--- src/rtl/pipelined_rca.sv ---
`default_nettype none
// ============================================================================
// Module   : pipelined_rca
// Brief    : Pipelined ripple-carry add/subtract; one SEG-bit segment per stage.
// Revision : 1.0
// ============================================================================
module pipelined_rca #(
    parameter int WIDTH = 16,
    parameter int SEG   = 4
) (
    input  logic             clk,
    input  logic             rst_n,
    input  logic             in_valid,
    output logic             in_ready,
    input  logic [WIDTH-1:0] a,
    input  logic [WIDTH-1:0] b,
    input  logic             cin,
    input  logic             sub,
    output logic             out_valid,
    input  logic             out_ready,
    output logic [WIDTH-1:0] sum,
    output logic             cout,
    output logic             ovf
);

    localparam int STAGES = WIDTH / SEG;

    // Returns {carry into segment MSB, segment carry-out, segment sum}.
    function automatic logic [SEG+1:0] ripple_seg(
        input logic [SEG-1:0] x,
        input logic [SEG-1:0] y,
        input logic           ci
    );
        logic [SEG-1:0] v_sum;
        logic           v_c;
        logic           v_cmsb;
        v_sum  = '0;
        v_c    = ci;
        v_cmsb = ci;
        for (int k = 0; k < SEG; k++) begin
            v_cmsb   = v_c;
            v_sum[k] = x[k] ^ y[k] ^ v_c;
            v_c      = (x[k] & y[k]) | (v_c & (x[k] ^ y[k]));
        end
        return {v_cmsb, v_c, v_sum};
    endfunction

    logic             w_advance;

    // Operand capture register: holds a, b_eff and c0 ahead of stage 0.
    logic             r_in_vld;
    logic [WIDTH-1:0] r_in_a;
    logic [WIDTH-1:0] r_in_b;
    logic             r_in_c;

    logic             r_vld [STAGES];
    logic [WIDTH-1:0] r_a   [STAGES];
    logic [WIDTH-1:0] r_b   [STAGES];
    logic [WIDTH-1:0] r_sum [STAGES];
    logic             r_c   [STAGES];
    logic             r_ovf;

    logic             w_vld_in  [STAGES];
    logic [WIDTH-1:0] w_a_in    [STAGES];
    logic [WIDTH-1:0] w_b_in    [STAGES];
    logic [WIDTH-1:0] w_sum_in  [STAGES];
    logic             w_c_in    [STAGES];
    logic [SEG+1:0]   w_res     [STAGES];
    logic [WIDTH-1:0] w_sum_nxt [STAGES];

    for (genvar s = 0; s < STAGES; s++) begin : g_stage
        localparam logic [WIDTH-1:0] c_seg_mask = WIDTH'({SEG{1'b1}}) << (s * SEG);

        if (s == 0) begin : g_head
            assign w_vld_in[s] = r_in_vld;
            assign w_a_in[s]   = r_in_a;
            assign w_b_in[s]   = r_in_b;
            assign w_c_in[s]   = r_in_c;
            assign w_sum_in[s] = '0;
        end else begin : g_body
            assign w_vld_in[s] = r_vld[s-1];
            assign w_a_in[s]   = r_a[s-1];
            assign w_b_in[s]   = r_b[s-1];
            assign w_c_in[s]   = r_c[s-1];
            assign w_sum_in[s] = r_sum[s-1];
        end

        assign w_res[s] = ripple_seg(w_a_in[s][s*SEG +: SEG],
                                     w_b_in[s][s*SEG +: SEG],
                                     w_c_in[s]);

        // Lower segments pass through untouched; this stage fills in segment s.
        assign w_sum_nxt[s] = (w_sum_in[s] & ~c_seg_mask)
                            | (WIDTH'(w_res[s][SEG-1:0]) << (s * SEG));
    end

    // One global enable: the whole pipe moves only when the output slot frees up.
    assign w_advance = !r_vld[STAGES-1] || out_ready;
    assign in_ready  = w_advance;

    always_ff @(posedge clk or negedge rst_n) begin
        if (!rst_n) begin
            r_in_vld <= 1'b0;
            r_in_a   <= '0;
            r_in_b   <= '0;
            r_in_c   <= 1'b0;
            for (int s = 0; s < STAGES; s++) begin
                r_vld[s] <= 1'b0;
                r_a[s]   <= '0;
                r_b[s]   <= '0;
                r_sum[s] <= '0;
                r_c[s]   <= 1'b0;
            end
            r_ovf <= 1'b0;
        end else if (w_advance) begin
            r_in_vld <= in_valid;
            if (in_valid) begin
                r_in_a <= a;
                r_in_b <= b ^ {WIDTH{sub}};
                r_in_c <= cin ^ sub;
            end
            // Data only loads behind a valid bundle, so bubbles leave the outputs untouched.
            for (int s = 0; s < STAGES; s++) begin
                r_vld[s] <= w_vld_in[s];
                if (w_vld_in[s]) begin
                    r_a[s]   <= w_a_in[s];
                    r_b[s]   <= w_b_in[s];
                    r_sum[s] <= w_sum_nxt[s];
                    r_c[s]   <= w_res[s][SEG];
                end
            end
            if (w_vld_in[STAGES-1]) begin
                r_ovf <= w_res[STAGES-1][SEG+1] ^ w_res[STAGES-1][SEG];
            end
        end
    end

    assign out_valid = r_vld[STAGES-1];
    assign sum       = r_sum[STAGES-1];
    assign cout      = r_c[STAGES-1];
    assign ovf       = r_ovf;

endmodule
`default_nettype wire

--- config.mk ---
export PLATFORM = sky130hd
export DESIGN_NAME = pipelined_rca
export DESIGN_NICKNAME = d
export VERILOG_FILES = /design/src/rtl/pipelined_rca.sv
export SDC_FILE = /design/constraint.sdc
export NUM_CORES = 1
export LEC_CHECK = 0
export BUFFER_PORTS_ARGS = -buffer_cell sky130_fd_sc_hd__buf_4
export CAP_MARGIN = 20
export CORE_MARGIN = 5
export CORE_UTILIZATION = 40
export CTS_CLUSTER_SIZE = 30
export DETAILED_ROUTE_END_ITERATION = 6
export GPL_ROUTABILITY_DRIVEN = 0
export SLEW_MARGIN = 20
export SYNTH_ARGS = -nofsm -noshare
export SYNTH_HDL_FRONTEND = slang
export SYNTH_SLANG_ARGS = --single-unit
export TNS_END_PERCENT = 10
--- constraint.sdc ---
create_clock -name clk -period 2.35 [get_ports clk]
set_clock_uncertainty 0.05 [all_clocks]
set_input_delay 0 -clock clk [delete_from_list [all_inputs] [get_ports clk]]
set_output_delay 0 -clock clk [all_outputs]
set_load 0.01 [all_outputs]
==> flow_metrics.py, run 1 <==
metrics = {
    "run_status": {
        "status": "complete, no violations",
    },
    "timing": {
        "final.min_clock_period_ns": 2.25,
        "setup_tns_ns": 0,
        "total_count_of_max_transition_violations_in_the_final_report": 0,
        "timing.max_slew.rel_slack_pct": 37.3,
        "unrepaired_setup_endpoints_after_global_routing": "false",
        "setup_viol": 0,
        "final.period_utilization_pct": 95.7,
        "max_freq_mhz": 445,
        "tightestPinTransition_ns": 0.937,
        "hold_viol_final": 0,
        "setup_slack_ns": 0.101,
    },
    "grt": {
        "grt-busiest-layer": "met2",
        "grt_use_met2_pct": 19.1,
        "grt_pass1_wl_mm": 16.8,
        "pin_count_of_the_biggest_net_entering_global_routing": 52,
        "grt_total_usage_pct": 12.9,
        "grt.met3_usage_pct": 4.04,
        "met1_track_demand_over_resource_pct": 17.5,
        "grt_antenna_before_repair": 0,
        "grt_pass1_vias": 3414,
        "grt.overflow.total": 0,
    },
    "clock_tree": {
        "clock_path_buffers": 2,
        "clkTransAtPathRegs_ns": 0.06,
        "cts_made_buffers": 17,
        "h-tree-depth": 4,
        "cts.sink_count": 131,
        "cts-root-buf": "sky130_fd_sc_hd__clkbuf_16",
        "clock_latency_ns": 0.41,
        "cts_tree": "yes",
    },
    "floorplanning": {
        "row_count": 43,
        "fp.dieH_um": 129,
        "initial_core_util_pct": 40.9,
        "placeableCoreArea_um2": 13900,
        "ios": 58,
        "fp.dieW_um": 129,
        "die-area_um2": 16700,
    },
    "critical_path": {
        "timing.critical_path.cells": "fa_1, inv_1, fa_1, inv_1, fa_1, inv_1, fa_1, mux2i_1",
        "worstPathBufferInverterCount": 3,
        "worst-endpoint-required_ns": 2.62,
        "crit_arrival_ns": 2.52,
        "critical_path.slowest_cell": "sky130_fd_sc_hd__fa_1",
        "worst_setup_path_start_kind": "register",
        "cp_slowest_stage_delay_ns": 0.42,
        "critPathCaptureType": "register",
        "worst_path_dominant_cell_family": "adder cells",
        "crit_path_frequent_cell": "sky130_fd_sc_hd__fa_1",
        "critical_path_class": "register to register",
        "critical_path_peak_fanout": 2,
    },
    "cells_and_area": {
        "final_design_area_no_fill_um2": 7300,
        "synthToLayoutAreaGrowth_pct": 28.1,
        "nFillCells": 1203,
        "finish.net_count": 550,
        "post-route-util_pct": 52.4,
        "antenna_cells_inserted": 0,
        "fraction_of_layout_instances_using_a_drive_strength_above_1_pct": 38.1,
    },
    "synthesis": {
        "synthesis.nets": 451,
        "netlist-cell-type-count": 22,
        "post-synth-top-area-cell": "sky130_fd_sc_hd__dfrtp_1",
        "yosys-top-cells-area": "sky130_fd_sc_hd__dfrtp_1 58%, sky130_fd_sc_hd__mux2_2 17%, sky130_fd_sc_hd__fa_1 5.6%",
        "synth-edff-count": 0,
        "postSynthRegisterBits": 131,
        "ys_warns": 0,
        "synth_async_sr_flop_share_pct": 100,
        "synth_cells": 397,
        "netlist_area_um2": 5700,
        "synth_top_area_share_pct": 57.5,
        "yosys-top-cells-count": "131 x sky130_fd_sc_hd__dfrtp_1, 85 x sky130_fd_sc_hd__mux2_2, 41 x sky130_fd_sc_hd__inv_1",
        "synth-seq-area-share_pct": 57.5,
        "postSynthAreaPerCell_um2": 14.4,
        "dominantRegCellSynth": "sky130_fd_sc_hd__dfrtp_1",
        "yosys.cell_count.top_type": "sky130_fd_sc_hd__dfrtp_1",
    },
    "power": {
        "ir_worst_vdd_mv": 0.722,
        "static-leakage-power_nw": 3.30,
        "power-per-cell-area_nw_per_um2": 1380,
    },
    "worst_hold_path": {
        "worstHoldPathType": "primary input to register",
    },
    "placement": {
        "placed_area_um2": 6100,
        "place_worst_setup_slack_ns": 0.0926,
        "hpwlAfterDp_mm": 6.22,
        "placement.io_buffers": 57,
    },
    "detailed_routing": {
        "postRouteAntennaNets": 0,
        "vias_per_cell": 4.58,
        "detail_route.iter0.violations": 100,
        "first_pass_iters": 4,
        "drc_violation_count_after_routing": 0,
        "total_number_of_vias": 3155,
        "wirelength_mm": 9.66,
        "route.detailed.wl_per_inst_um": 14.0,
    },
    "flow_run": {
        "maxCapViolCount": 0,
    },
}
## layer usage
layer	part of all wire (%)	vias up
li1	-	1500
met1	47	1578
met2	47	57
met3	4.2	20
met4	2.2	0
met5	0	-
## repair_timing
item / 4_1_cts / 5_1_grt
hold buffers: 55 / 0
endpoints found under the hold margin: 165 / 0
gates resized for setup: 0 / 2
buffers inserted: 0 / 0
setup endpoints to repair: 0 / 1
## kinds of logic (layout without fill, tap and decap cells)
logic type | Yosys count | after routing | synth area share [%]
compound gates | 37 | 37 | 3.25
xor+xnor | 18 | 18 | 2.77
fa+ha+maj | 16 | 16 | 5.62
buf+inv | 76 | 188 | 7.79
flops | 131 | 131 | 57.5
mux | 108 | 108 | 21.7
simple gates | 11 | 11 | 1.34
## worst min-delay path, stage by stage
cell and delay (ns):
sky130_fd_sc_hd__buf_4 0.08, sky130_fd_sc_hd__nand2b_4 0.33, sky130_fd_sc_hd__nand2_1 0.10
## registers in the layout, summed over array words and instances, names as in the netlist
register / count
cout: 1
out_valid: 1
ovf: 1
r_a: 24
r_b: 24
r_c: 3
r_in_a: 16
r_in_b: 16
r_in_c: 1
r_in_vld: 1
r_sum: 24
r_vld: 3
sum: 16
## final cells by class
cell class | count | area (um2) | share of cell area (%)
Clock buffer | 19 | 443 | 6.06
Clock inverter | 13 | 206 | 2.83
Inverter | 41 | 154 | 2.11
Multi-Input combinational cell | 190 | 1980 | 27.2
Sequential cell | 131 | 3280 | 44.9
Tap cell | 180 | 225 | 3.08
Timing Repair Buffer | 115 | 1010 | 13.9
## cells in the final DEF, fill, tap and decap left out
| master | instances |
|---|---|
| sky130_fd_sc_hd__a21oi_1 | 30 |
| sky130_fd_sc_hd__and2_4 | 1 |
| sky130_fd_sc_hd__buf_12 | 1 |
| sky130_fd_sc_hd__buf_4 | 59 |
| sky130_fd_sc_hd__bufinv_16 | 5 |
| sky130_fd_sc_hd__clkbuf_1 | 1 |
| sky130_fd_sc_hd__clkbuf_16 | 17 |
| sky130_fd_sc_hd__clkbuf_8 | 1 |
| sky130_fd_sc_hd__clkinv_2 | 3 |
| sky130_fd_sc_hd__clkinv_4 | 2 |
| sky130_fd_sc_hd__clkinvlp_4 | 2 |
| sky130_fd_sc_hd__dfrtp_1 | 131 |
| sky130_fd_sc_hd__dlygate4sd3_1 | 55 |
| sky130_fd_sc_hd__fa_1 | 14 |
| sky130_fd_sc_hd__fa_2 | 2 |
| sky130_fd_sc_hd__inv_1 | 41 |
| sky130_fd_sc_hd__inv_6 | 1 |
| sky130_fd_sc_hd__mux2_1 | 1 |
| sky130_fd_sc_hd__mux2_2 | 85 |
| sky130_fd_sc_hd__mux2_4 | 10 |
| sky130_fd_sc_hd__mux2i_1 | 12 |
| sky130_fd_sc_hd__nand2_1 | 1 |
| sky130_fd_sc_hd__nand2_2 | 3 |
| sky130_fd_sc_hd__nand2_4 | 1 |
| sky130_fd_sc_hd__nand2b_4 | 1 |
| sky130_fd_sc_hd__nand3_1 | 4 |
| sky130_fd_sc_hd__o21ai_0 | 7 |
| sky130_fd_sc_hd__xnor2_1 | 16 |
| sky130_fd_sc_hd__xor2_1 | 2 |
## stage by stage
stage / total power [W] / hold slack, ns / std cells
2_1_floorplan: 0.00637 / -0.346 / 397
3_3_place_gp: 0.00700 / -0.134 / 602
3_5_place_dp: 0.00717 / -0.135 / 602
4_1_cts: 0.0102 / 0.0906 / 689
5_1_grt: 0.0108 / 0.127 / 689
6_report: 0.0101 / 0.0979 / 689
## worst paths after layout
check / startpoint / endpoint / slack (ns) / cells past startpoint
max in group asynchronous: rst_n / r_a[52]$_DFFE_PN0P_ / 0.81 / 3
min reg2reg: r_sum[18]$_DFFE_PN0P_ / sum[2]$_DFFE_PN0P_ / 0.45 / 1
min: out_ready / out_valid$_DFFE_PN0N_ / 0.1 / 3
max: r_in_a[0]$_DFFE_PN0P_ / r_sum[51]$_DFFE_PN0P_ / 0.10 / 8
max reg2reg: r_in_a[0]$_DFFE_PN0P_ / r_sum[51]$_DFFE_PN0P_ / 0.10 / 8
min in group asynchronous: rst_n / r_in_a[3]$_DFFE_PN0P_ / 0.13 / 3
## where the power goes
group / switching [W] / leakage (nW) / internal, W
combinational: 0.00141 / 1.48 / 0.00194
clock: 0.000947 / 0.313 / 0.00191
sequential: 0.000567 / 1.51 / 0.00332
total: 0.00293 / 3.30 / 0.00717
(Power assumes the default switching activity.)
==> run 2, diff against run 1 <==
--- a/config.mk
+++ b/config.mk
@@ -9,2 +9,4 @@
 export CAP_MARGIN = 20
+export CELL_PAD_IN_SITES_DETAIL_PLACEMENT = 0
+export CELL_PAD_IN_SITES_GLOBAL_PLACEMENT = 1
 export CORE_MARGIN = 5
@@ -14,2 +16,3 @@
 export GPL_ROUTABILITY_DRIVEN = 0
+export PLACE_DENSITY_LB_ADDON = 0.1
 export SLEW_MARGIN = 20
--- a/constraint.sdc
+++ b/constraint.sdc
@@ -4,2 +4,2 @@
 set_output_delay 0 -clock clk [all_outputs]
-set_load 0.01 [all_outputs]
+set_load 0.1 [all_outputs]
==> run 2 against run 1 <==
Utilization decreased by 0.48 points. Setup slack improved by 0.036 ns. Global-route usage increased by 0.53 points. Via count increased by 0.48%. Cell count unchanged. Total power increased by 7.8%. Largest cell class unchanged.
==> flow_metrics.py, run 2 (synthesis results as in run 1) <==
metrics = {
    "critical_path": {
        "critical_path_class": "register to register",
        "r2r.worst_path.cells": 9,
        "crit_arrival_ns": 2.46,
        "crit_path_frequent_cell": "sky130_fd_sc_hd__inv_1",
        "critPathCaptureType": "register",
        "reg2reg_to": "ovf$_DFFE_PN0P_",
        "critical_path.slowest_cell": "sky130_fd_sc_hd__fa_1",
        "worstPathBufferInverterCount": 3,
        "cp_slowest_stage_delay_ns": 0.42,
        "critical_path_peak_fanout": 2,
        "regToRegStartpoint": "r_a[28]$_DFFE_PN0P_",
        "worst-r2r-setup-slack_ns": 0.14,
        "timing.critical_path.cells": "fa_1, inv_1, fa_1, inv_1, fa_2, inv_1, fa_2, xnor2_1, mux2_2",
        "worst_setup_path_start_kind": "register",
        "worst_path_dominant_cell_family": "adder cells",
        "worst-endpoint-required_ns": 2.59,
    },
    "cells_and_area": {
        "final_design_area_no_fill_um2": 7240,
        "mostFrequentLayoutCells": "131 x sky130_fd_sc_hd__dfrtp_1, 85 x sky130_fd_sc_hd__mux2_2, 58 x sky130_fd_sc_hd__buf_4, 55 x sky130_fd_sc_hd__dlygate4sd3_1, 41 x sky130_fd_sc_hd__inv_1",
        "fraction_of_layout_instances_using_a_drive_strength_above_1_pct": 37.3,
        "synthToLayoutAreaGrowth_pct": 26.9,
        "finish.net_count": 551,
        "largest_registers": "r_a x24, r_b x24, r_sum x24",
        "layout_commonest_cell": "sky130_fd_sc_hd__dfrtp_1",
        "antenna_cells_inserted": 0,
    },
    "detailed_routing": {
        "vias_per_cell": 4.60,
        "route.detailed.wl_per_inst_um": 14.2,
        "drc_violation_count_after_routing": 0,
        "detail_route.iter0.violations": 78,
        "first_pass_iters": 4,
        "postRouteAntennaNets": 0,
        "wirelength_mm": 9.76,
        "total_number_of_vias": 3170,
    },
    "floorplanning": {
        "initial_core_util_pct": 40.9,
        "ios": 58,
        "row_count": 43,
        "fp.dieW_um": 129,
        "fp.dieH_um": 129,
        "die-area_um2": 16700,
        "placeableCoreArea_um2": 13900,
    },
    "run_status": {
        "status": "complete, no violations",
    },
    "grt": {
        "grt_antenna_before_repair": 0,
        "grt.overflow.total": 0,
        "grt_pass1_wl_mm": 17.1,
        "pin_count_of_the_biggest_net_entering_global_routing": 50,
        "grt_pass1_vias": 3433,
        "grt_total_usage_pct": 13.4,
    },
    "power": {
        "power-per-cell-area_nw_per_um2": 1500,
        "internal-power_w": 0.00683,
        "ir_worst_vdd_mv": 0.568,
        "comb_power_share_pct": 41.8,
        "power.switching_fraction_pct": 37.2,
        "p_clk_share_pct": 22.3,
        "static-leakage-power_nw": 3.28,
        "netSwitchingPower_w": 0.00405,
        "power.share.sequential_pct": 35.9,
    },
    "clock_tree": {
        "clkTransAtPathRegs_ns": 0.05,
        "cts.sink_count": 131,
        "setup_buffers_after_cts": 0,
        "cts_tree": "yes",
        "cts-root-buf": "sky130_fd_sc_hd__clkbuf_16",
        "h-tree-depth": 4,
        "clock_path_buffers": 2,
        "clock_latency_ns": 0.41,
        "cts_made_buffers": 17,
    },
    "timing": {
        "max_freq_mhz": 452,
        "final.min_clock_period_ns": 2.21,
        "setup_tns_ns": 0,
        "final.period_utilization_pct": 94.2,
        "timing.max_slew.rel_slack_pct": 54.7,
        "setup_viol": 0,
        "tightestPinTransition_ns": 0.677,
        "total_count_of_max_transition_violations_in_the_final_report": 0,
        "hold_viol_final": 0,
    },
    "worst_hold_path": {
        "worstHoldPathType": "primary input to async pin",
    },
    "placement": {
        "hpwlAfterDp_mm": 6.42,
        "placement.io_buffers": 57,
        "placed_area_um2": 6130,
    },
    "flow_run": {
        "maxCapViolCount": 0,
    },
}
==> run 2: cell types whose count changed in the layout (fill, tap and decap cells not counted), moves of 2 or more <==
| cell | change |
|---|---|
| sky130_fd_sc_hd__clkbuf_8 | +3 |
| sky130_fd_sc_hd__clkinvlp_4 | -2 |
| sky130_fd_sc_hd__clkinv_4 | -2 |
| sky130_fd_sc_hd__bufinv_16 | -4 |
| sky130_fd_sc_hd__buf_12 | +2 |
| sky130_fd_sc_hd__clkbuf_1 | +4 |
==> run 2: worst max path at each step <==
| stage | start | endpoint | slack, ns | depth (start not counted) |
|---|---|---|---|---|
| 3_3_place_gp | r_a[28]$_DFFE_PN0P_ | ovf$_DFFE_PN0P_ | 0.12 | 9 |
| 4_1_cts | r_a[28]$_DFFE_PN0P_ | ovf$_DFFE_PN0P_ | 0.07 | 9 |
| 2_1_floorplan | r_a[28]$_DFFE_PN0P_ | ovf$_DFFE_PN0P_ | 0.18 | 9 |
| 5_1_grt | r_a[28]$_DFFE_PN0P_ | ovf$_DFFE_PN0P_ | -0.004 | 9 |
| 6_report | r_a[28]$_DFFE_PN0P_ | ovf$_DFFE_PN0P_ | 0.14 | 9 |
| 3_5_place_dp | r_a[28]$_DFFE_PN0P_ | ovf$_DFFE_PN0P_ | 0.08 | 9 |
==> run 2: power groups by stage <==
stage,clock [W],combinational [W],sequential (W)
after floorplan,0,0.00365,0.00393
after global placement,0,0.00433,0.00392
after detailed placement,0,0.00443,0.00396
after CTS,0.00251,0.00461,0.00392
after global routing,0.00261,0.00498,0.00406
final,0.00243,0.00454,0.00390
==> run 2: layer usage <==
metal / wire, um / vias up / track usage, % / part of all wire (%)
li1: - / 1503 / - / -
met1: 4880 / 1588 / 18.5 / 50
met2: 4260 / 62 / 19.4 / 44
met3: 419 / 17 / 3.83 / 4.3
met4: 204 / 0 / 6.49 / 2.1
met5: 0 / - / 0 / 0
==> run 2: metrics by stage <==
stage	setup WS (ns)	utilization [%]	power, W	hold slack, ns	cells
6_report	0.137	51.9	0.0109	0.104	689
5_1_grt	-0.00415	51.9	0.0116	0.167	689
4_1_cts	0.0691	51.9	0.0110	0.136	689
3_5_place_dp	0.0793	44.0	0.00839	0.0287	603
2_1_floorplan	0.182	-	0.00759	-0.346	397
3_3_place_gp	0.122	44.0	0.00825	0.0320	603
==> run 2: cell type report <==
| class | count | area, um2 |
|---|---|---|
| Clock buffer | 26 | 499 |
| Clock inverter | 5 | 50.0 |
| Fill cell | 1218 | 6700 |
| Inverter | 41 | 154 |
| Multi-Input combinational cell | 190 | 1980 |
| Sequential cell | 131 | 3280 |
| Tap cell | 180 | 225 |
| Timing Repair Buffer | 116 | 1050 |
==> run 2: what timing repair did <==
item	CTS	global route
resized for setup	0	2
endpoints found under the hold margin	82	0
hold buffers	55	0
endpoints found under the setup margin	0	2
==> run 3, diff against run 2 <==
Settings changed: CTS_BUF_LIST from default to sky130_fd_sc_hd__clkbuf_8, MAX_ROUTING_LAYER from default to met4.
==> run 3 against run 2 <==
Flip-flop and latch count stayed put. Critical path depth is the same. Maximum frequency about the same. Wire length decreased by 0.29%. Sequential power about the same. Clock power fell by 30%. First-iteration DRC count up 37%. Cell count up 1.9%. Sequential share of layout area grew 0.39 points. Count of clock-buffer cells in the layout fell by 5. Die area stayed put. Hold slack worse by 0.027 ns. Critical path type unchanged.
==> flow_metrics.py, run 3 (synthesis results as in run 1) <==
metrics = {
    "floorplanning": {
        "ios": 58,
        "fp.dieH_um": 129,
        "fp.dieW_um": 129,
        "placeableCoreArea_um2": 13900,
        "initial_core_util_pct": 40.9,
        "die-area_um2": 16700,
        "row_count": 43,
    },
    "detailed_routing": {
        "drc_violation_count_after_routing": 0,
        "first_pass_iters": 4,
        "total_number_of_vias": 3187,
        "wirelength_mm": 9.74,
        "detail_route.iter0.violations": 107,
        "vias_per_cell": 4.54,
        "route.detailed.wl_per_inst_um": 13.9,
        "postRouteAntennaNets": 0,
    },
    "timing": {
        "hold_viol_final": 0,
        "tightestPinTransition_ns": 0.672,
        "max_freq_mhz": 452,
        "final.period_utilization_pct": 94.2,
        "setup_viol": 0,
        "total_count_of_max_transition_violations_in_the_final_report": 0,
        "hold_slack_ns": 0.0766,
        "final.min_clock_period_ns": 2.21,
        "timing.max_slew.rel_slack_pct": 55.0,
    },
    "grt": {
        "met1_track_demand_over_resource_pct": 18.1,
        "pin_count_of_the_biggest_net_entering_global_routing": 50,
        "grt-busiest-layer": "met2",
        "grt_total_usage_pct": 13.7,
        "grt_antenna_before_repair": 0,
        "grt_pass1_vias": 3486,
        "grt.met3_usage_pct": 4.45,
        "grt_pass1_wl_mm": 17.1,
        "grt.overflow.total": 0,
        "grt_use_met2_pct": 19.9,
    },
    "critical_path": {
        "cell_depth_of_the_worst_setup_path": 9,
        "critical_path_peak_fanout": 2,
        "crit_path_frequent_cell": "sky130_fd_sc_hd__inv_1",
        "worstPathBufferInverterCount": 3,
        "worst-r2r-setup-slack_ns": 0.14,
        "regToRegStartpoint": "r_a[28]$_DFFE_PN0P_",
        "cp_slowest_stage_delay_ns": 0.42,
        "worst_path_dominant_cell_family": "adder cells",
        "critical_path.slowest_cell": "sky130_fd_sc_hd__fa_1",
        "reg2reg_to": "ovf$_DFFE_PN0P_",
        "critical_path_class": "register to register",
        "crit_path_end": "ovf$_DFFE_PN0P_",
        "timing.critical_path.cells": "fa_1, inv_1, fa_1, inv_1, fa_2, inv_1, fa_2, xnor2_1, mux2_2",
        "worst-endpoint-required_ns": 2.62,
        "r2r.worst_path.cells": 9,
        "critPathCaptureType": "register",
        "timing.critical_path.from": "r_a[28]$_DFFE_PN0P_",
        "worst_setup_path_start_kind": "register",
        "crit_arrival_ns": 2.48,
    },
    "run_status": {
        "status": "complete, no violations",
    },
    "clock_tree": {
        "h-tree-depth": 4,
        "clkTransAtPathRegs_ns": 0.07,
        "clock_path_buffers": 2,
        "cts-root-buf": "sky130_fd_sc_hd__clkbuf_8",
        "cts_tree": "yes",
        "cts_made_buffers": 17,
        "cts.sink_count": 131,
        "clock_latency_ns": 0.44,
        "setup_buffers_after_cts": 0,
    },
    "placement": {
        "hpwlAfterDp_mm": 6.42,
        "placement.io_buffers": 57,
        "dp_cells": 603,
    },
    "cells_and_area": {
        "fraction_of_layout_instances_using_a_drive_strength_above_1_pct": 36.4,
        "synthToLayoutAreaGrowth_pct": 25.9,
        "finish.net_count": 564,
        "largest_registers": "r_a x24, r_b x24, r_sum x24",
        "antenna_cells_inserted": 0,
        "layout_commonest_cell": "sky130_fd_sc_hd__dfrtp_1",
        "mostFrequentLayoutCells": "131 x sky130_fd_sc_hd__dfrtp_1, 85 x sky130_fd_sc_hd__mux2_2, 68 x sky130_fd_sc_hd__dlygate4sd3_1, 58 x sky130_fd_sc_hd__buf_4, 46 x sky130_fd_sc_hd__inv_1",
        "instances_no_fill": 702,
        "nFillCells": 1226,
    },
    "power": {
        "ir_worst_vdd_mv": 0.441,
        "power-per-cell-area_nw_per_um2": 1420,
        "static-leakage-power_nw": 3.27,
    },
    "worst_hold_path": {
        "worstHoldPathType": "primary input to async pin",
    },
    "flow_run": {
        "maxCapViolCount": 0,
    },
}
run 3: how the worst min path moves through the flow:
stage | depth (start not counted) | from | slack [ns] | to
floorplan | 0 | rst_n | -0.35 | cout$_DFFE_PN0P_
CTS | 2 | rst_n | 0.09 | r_in_c$_DFFE_PN0P_
detailed placement | 1 | rst_n | 0.03 | r_in_c$_DFFE_PN0P_
global placement | 1 | rst_n | 0.03 | r_in_c$_DFFE_PN0P_
global route | 2 | rst_n | 0.12 | r_in_c$_DFFE_PN0P_
finish | 2 | rst_n | 0.08 | r_in_c$_DFFE_PN0P_
run 3: metal layers:
metal | up-vias | part of all wire (%) | wire length (um)
li1 | 1521 | - | -
met1 | 1592 | 49 | 4800
met2 | 60 | 45 | 4350
met3 | 14 | 4.6 | 449
met4 | 0 | 1.4 | 136
met5 | - | 0 | 0
run 3: per-stage QoR:
stage               instance area (um2)  total power [W]  util, %   TNS, ns  worst slack, ns
finish                             7170           0.0102     51.5         0            0.136
CTS                                7170           0.0103     51.5         0           0.0671
detailed placement                 6130          0.00839     44.0         0           0.0793
global placement                   6130          0.00825     44.0         0            0.122
floorplan                          5700          0.00759        -         0            0.182
global route                       7170           0.0109     51.5  -0.00258         -0.00258
run 3: report_power, final:
part           internal (W)  leakage [nW]  switching (W)
Clock              0.000915         0.207       0.000795
Sequential          0.00332          1.51       0.000579
Combinational       0.00198          1.55        0.00259
Total               0.00622          3.27        0.00396
run 3: timing repair:
| action | in CTS | in global routing |
|---|---|---|
| hold buffers | 68 | 0 |
| gates resized for setup | 0 | 2 |
| setup endpoints to repair | 0 | 2 |
| endpoints found under the hold margin | 85 | 0 |
run 3: cell type report:
class,count,area [um2],area share [%]
timing repair buffer,129,1180,16.4
tap,180,225,3.14
multi-input combinational,190,1980,27.6
clock buffer,21,289,4.03
sequential,131,3280,45.7
inverter,41,154,2.15
clock inverter,10,68.8,0.959
